<file path="src/rtl/aibndaux_por_seq_master.sv">
// Master-side AUX power-on sequencer: debounces slave detect/dn_por and reports link-ready.
// Optional POR_WAIT timeout and FAULT state are enabled by defining AIBNDAUX_POR_TMO_EN.
module aibndaux_por_seq_master #(
    parameter int unsigned       DBNC_W   = 8,
    parameter logic [DBNC_W-1:0] DBNC_CNT = 8'd200,
    parameter int unsigned       TMO_W    = 16,
    parameter logic [TMO_W-1:0]  TMO_CNT  = 16'd50000
) (
    input  logic       i_aux_clk,
    input  logic       i_aux_rst_n,
    input  logic       i_device_detect,
    input  logic       i_dn_por,
    input  logic       i_crdet_ovrd,
    input  logic       i_retry,
    output logic       o_device_detect,
    output logic       o_link_ready,
    output logic       o_link_drop,
    output logic       o_timeout,
    output logic [2:0] o_state
);

    localparam logic [2:0] ST_IDLE     = 3'd0;
    localparam logic [2:0] ST_DET_DBNC = 3'd1;
    localparam logic [2:0] ST_POR_WAIT = 3'd2;
    localparam logic [2:0] ST_POR_DBNC = 3'd3;
    localparam logic [2:0] ST_READY    = 3'd4;
    localparam logic [2:0] ST_FAULT    = 3'd5;

    localparam logic [DBNC_W-1:0] DBNC_LAST = DBNC_CNT - 1'b1;

    logic              det_m, det_s;
    logic              por_m, por_s;
    logic              det;
    logic [2:0]        state, state_next;
    logic [DBNC_W-1:0] dcnt;
    logic              link_drop;

`ifdef AIBNDAUX_POR_TMO_EN
    localparam logic [TMO_W-1:0] TMO_LAST = TMO_CNT - 1'b1;
    logic [TMO_W-1:0] tcnt;
`endif

    // por_s resets to 1 so a freshly reset master treats the slave as still in POR.
    always_ff @(posedge i_aux_clk or negedge i_aux_rst_n) begin
        if (!i_aux_rst_n) begin
            det_m <= 1'b0;
            det_s <= 1'b0;
            por_m <= 1'b1;
            por_s <= 1'b1;
        end else begin
            det_m <= i_device_detect;
            det_s <= det_m;
            por_m <= i_dn_por;
            por_s <= por_m;
        end
    end

    assign det = det_s | i_crdet_ovrd;

    // Priority inside each state: detect loss, then POR event, then terminal count.
    always_comb begin
        state_next = state;
        case (state)
            ST_IDLE: begin
                if (det) state_next = ST_DET_DBNC;
            end
            ST_DET_DBNC: begin
                if (!det)                   state_next = ST_IDLE;
                else if (dcnt == DBNC_LAST) state_next = ST_POR_WAIT;
            end
            ST_POR_WAIT: begin
                if (!det)        state_next = ST_IDLE;
                else if (!por_s) state_next = ST_POR_DBNC;
`ifdef AIBNDAUX_POR_TMO_EN
                else if (tcnt == TMO_LAST) state_next = ST_FAULT;
`endif
            end
            ST_POR_DBNC: begin
                if (!det)                   state_next = ST_IDLE;
                else if (por_s)             state_next = ST_POR_WAIT;
                else if (dcnt == DBNC_LAST) state_next = ST_READY;
            end
            ST_READY: begin
                if (!det || por_s) state_next = ST_IDLE;
            end
            ST_FAULT: begin
`ifdef AIBNDAUX_POR_TMO_EN
                if (!det)         state_next = ST_IDLE;
                else if (i_retry) state_next = ST_POR_WAIT;
`else
                state_next = ST_IDLE;
`endif
            end
            default: state_next = ST_IDLE;
        endcase
    end

    always_ff @(posedge i_aux_clk or negedge i_aux_rst_n) begin
        if (!i_aux_rst_n) begin
            state     <= ST_IDLE;
            dcnt      <= '0;
            link_drop <= 1'b0;
        end else begin
            state     <= state_next;
            link_drop <= (state == ST_READY) && (state_next != ST_READY);
            if (state_next != state) begin
                dcnt <= '0;
            end else if (((state == ST_DET_DBNC) || (state == ST_POR_DBNC)) && (dcnt != '1)) begin
                dcnt <= dcnt + 1'b1;
            end
        end
    end

`ifdef AIBNDAUX_POR_TMO_EN
    // Returning from POR_DBNC keeps the count so POR glitches cannot extend the timeout.
    always_ff @(posedge i_aux_clk or negedge i_aux_rst_n) begin
        if (!i_aux_rst_n) begin
            tcnt <= '0;
        end else if ((state_next == ST_POR_WAIT) && (state != ST_POR_WAIT) &&
                     (state != ST_POR_DBNC)) begin
            tcnt <= '0;
        end else if ((state == ST_POR_WAIT) && (tcnt != '1)) begin
            tcnt <= tcnt + 1'b1;
        end
    end

    assign o_timeout = (state == ST_FAULT);
`else
    logic unused_tmo;
    assign unused_tmo = ^{i_retry, TMO_CNT};
    assign o_timeout  = 1'b0;
`endif

    assign o_state         = state;
    assign o_link_ready    = (state == ST_READY);
    assign o_device_detect = (state == ST_POR_WAIT) || (state == ST_POR_DBNC) ||
                             (state == ST_READY);
    assign o_link_drop     = link_drop;

endmodule
</file>
<file path="config.mk">
export PLATFORM = sky130hd
export DESIGN_NAME = aibndaux_por_seq_master
export DESIGN_NICKNAME = d
export VERILOG_FILES = /design/src/rtl/aibndaux_por_seq_master.sv
export SDC_FILE = /design/constraint.sdc
export NUM_CORES = 1
export LEC_CHECK = 0
export CELL_PAD_IN_SITES_DETAIL_PLACEMENT = 0
export CELL_PAD_IN_SITES_GLOBAL_PLACEMENT = 1
export CORE_MARGIN = 3
export CORE_UTILIZATION = 39
export CTS_CLUSTER_DIAMETER = 80
export DETAILED_ROUTE_END_ITERATION = 12
export GPL_ROUTABILITY_DRIVEN = 0
export HOLD_SLACK_MARGIN = 0.06
export PLACE_DENSITY = 0.82
export SYNTH_ARGS = -nofsm -noshare
export SYNTH_HDL_FRONTEND = slang
export SYNTH_SLANG_ARGS = --single-unit
export TNS_END_PERCENT = 10
</file>
<file path="constraint.sdc">
create_clock -name i_aux_clk -period 2.2 [get_ports i_aux_clk]
set_input_delay 0.44 -clock i_aux_clk [delete_from_list [all_inputs] [get_ports i_aux_clk]]
set_output_delay 0.44 -clock i_aux_clk [all_outputs]
set_load 0.03 [all_outputs]
</file>
==> impl_metrics.csv <==
group,metric,value,unit
worst_setup_path,crit_path_start,"o_state[0]",
global_routing,grt_pass1_vias,532,
timing,setup_viol,0,
clock_network,insertion_delay,0.29,ns
clock_network,cts_setup_buffers,0,
logic_synthesis,synth_area_per_cell,10.55,um^2
floorplan,dieArea,2575,um^2
power_and_ir_drop,power.internal,0.4143,mW
global_routing,grt_overflow,0,
worst_setup_path,regToRegSetupSlack,0.37,ns
clock_network,cts_tree,"built",
logic_synthesis,synth_edf_count,0,
floorplan,core_area,1802,um^2
logic_synthesis,ys_top_cells_by_area,"dfrtp_1, dfstp_2, nor2_1",
logic_synthesis,synth_ff_type,"dfrtp_1",
cells_and_area,area_growth,21.79,%
logic_synthesis,synth_seq_area_share,51.60,%
timing,fin_crit_sh,94.18,%
worst_setup_path,path_buf_inv,1,
global_routing,antenna_found_initial,0,
clock_network,cts_sinks,16,
worst_setup_path,reg2reg_to,"o_state[1]",
worst_setup_path,critPathLaunchType,"flop",
logic_synthesis,synthArstFlopShare,100.0,%
timing,fin_tns_setup,0,ns
clock_network,ctsLongestPathBuffers,2,
route,drt_iter0_drc,15,
logic_synthesis,synth.ff_latch_count,16,
route,routed_via_density,5.287,
clock_network,htree_levels,1,
floorplan,initial_core_util,43.33,%
worst_setup_path,crit_chain,"or3b_1 > o21ai_0 > dlygate4sd2_1",
floorplan,die_y,50.74,um
clock_network,hold_buffers,0,
logic_synthesis,synth_cell_types,29,
worst_setup_path,crit_type,"reg2out",
timing,tightest_slew,0.6961,ns
clock_network,cts_root_buffer,"clkbuf_4",
worst_setup_path,worstPathRequired,1.76,ns
floorplan,die_x,50.74,um
global_routing,grt_pass1_wl,2394,um
worst_setup_path,cp.arrival,1.63,ns
floorplan,pin_count,13,
worst_setup_path,critical_path.max_fanout,4,
worst_setup_path,crit_cells,3,
timing,timing.final.crit_period,2.072,ns
timing,finalHoldViolCount,0,
cells_and_area,drive_gt1_share,12.22,%
place,dp.cells,111,
worst_setup_path,cp-endpoint,"o_device_detect",
power_and_ir_drop,comb_power_share,11.9,%
cells_and_area,diodes,0,
status,status,"complete, no violations",
route,first_pass_iters,4,
place,numPortBuffers,10,
power_and_ir_drop,cellLeakagePower,0.4182,nW
clock_network,clk_pin_slew,0.09,ns
cells_and_area,fillers,184,
floorplan,rows,15,
worst_setup_path,ff2ff_path_depth,5,
place,hpwlAfterDp,1000,um
cells_and_area,multiInputGateArea,362.8,um^2
route,drc,0,
global_routing,grt_max_degree,17,
worst_setup_path,r2r_start,"dcnt[0]",
clock_network,cts_buffers,3,
route,ant_nets,0,
timing,grt_setup_unrepaired,"no",
timing,slew_viol_final,0,
power_and_ir_drop,pwr-share-clk,29.0,%
logic_synthesis,syn_area,780.7,um^2
logic_synthesis,synth_top_area_cell,"dfrtp_1",
worst_setup_path,cpPeakStageDelay,0.44,ns
global_routing,groute.usage.overall,12.23,%
logic_synthesis,syn_inst,74,
power_and_ir_drop,seq_power_share,59.1,%
power_and_ir_drop,sw_frac_of_total,26.63,%
timing,max_slew_margin,53.45,%
worst_setup_path,cp-end-kind,"primary output",
power_and_ir_drop,power_density,593.8,nW/um^2
cells_and_area,layout_common_cells,"dfrtp_1, nor2_1, clkdlybuf4s50_1",
cells_and_area,nets,98,
route,vias,608,
timing,fmax,482.6,MHz
logic_synthesis,synth_fp_nets,81,
timing,skew,0.008632,ns
job,drv_cap,0,
power_and_ir_drop,switching_power,0.1504,mW
cells_and_area,stdcell_count,115,
cells_and_area,seq_area,402.9,um^2
worst_hold_path,hold_class,"reg2reg",
logic_synthesis,yosysWarnings,0,
route,detail_route.wl_per_cell,12.10,um
worst_setup_path,cp_slowest_cell,"or3b_1",
logic_synthesis,yosys.area.top_type_share,44.87,%
worst_setup_path,path_delay_family,"simple AND/OR/NAND/NOR gates",
cells_and_area,layout_commonest_cell,"dfrtp_1",
route,wl,1392,um
power_and_ir_drop,ir_drop,427.4,uV
[sequential cells by signal, indices dropped and copies added, names as in the netlist]
signal and count:
dcnt 8, det_m 1, det_s 1, o_link_drop 1, o_state 3, por_m 1
por_s 1
[cell usage after synthesis (all sizes together), types with 2 or more instances]
cell type / instances
o21ai: 4
nand2: 4
dfrtp: 14
inv: 2
a21oi: 3
mux2i: 2
dfstp: 2
nand3: 2
nor3: 2
nand4: 2
o211ai: 3
or3: 5
nor2: 9
xor2: 3
a211o: 3
[power groups by stage]
stage	clock [mW]	sequential [mW]	combinational [mW]
after floorplan	0	0.337	0.0426
after global placement	0	0.338	0.0669
after detailed placement	0	0.339	0.0681
after CTS	0.170	0.333	0.0685
after global routing	0.178	0.337	0.0764
final	0.164	0.334	0.0672
[timing repair]
item,in CTS,in global routing
endpoints found under the setup margin,2,0
gates resized for setup,2,0
endpoints found under the hold margin,0,0
[per-layer routing]
metal / wire (um) / vias to the layer above / GRT usage [%]
met2: 612 / 12 / 18.04
met4: 27 / 0 / 6.726
met1: 700 / 290 / 17.11
met5: 0 / - / 0
met3: 51 / 4 / 1.780
li1: - / 302 / -
[cell families after synthesis]
kind of cell | Yosys count | share of synthesized area, %
buffers and inverters | 3 | 1.924
AND/OR/NAND/NOR | 31 | 22.92
XOR/XNOR | 3 | 3.366
other | 1 | 0.4803
flip-flops | 16 | 51.60
AO/OA/AOI/OAI | 17 | 15.55
adder cells (fa/ha/maj) | 1 | 1.602
multiplexers | 2 | 2.564
[worst min path at each step]
stage / cells past startpoint / end / start / slack, ns
6_report: 0 / det_s / det_m / 0.35
5_1_grt: 0 / por_s / por_m / 0.36
4_1_cts: 0 / det_s / det_m / 0.36
3_5_place_dp: 0 / det_s / det_m / 0.34
3_3_place_gp: 0 / det_s / det_m / 0.33
2_1_floorplan: 0 / dcnt[0] / i_aux_rst_n / 0.14
[cell type report]
type | count | area share [%]
multi-input cells | 55 | 38.16
repair buffers | 13 | 12.63
clock buffers | 4 | 2.763
inverters | 2 | 0.7895
well taps | 25 | 3.289
flip-flops and latches | 16 | 42.37
[stage by stage]
stage	hold WS (ns)	setup slack (ns)	area [um^2]	util, %	total power, mW
floorplan	0.1444	0.3927	780.7	-	0.3798
global placement	0.3331	0.1798	927.1	51.46	0.4049
detailed placement	0.3365	0.1600	927.1	51.46	0.4069
CTS	0.3571	0.1134	950.9	52.78	0.5712
global route	0.3642	0.05750	950.9	52.78	0.5913
finish	0.3542	0.1280	950.9	52.78	0.5647
Note: power is estimated with default switching activity, not from simulation.
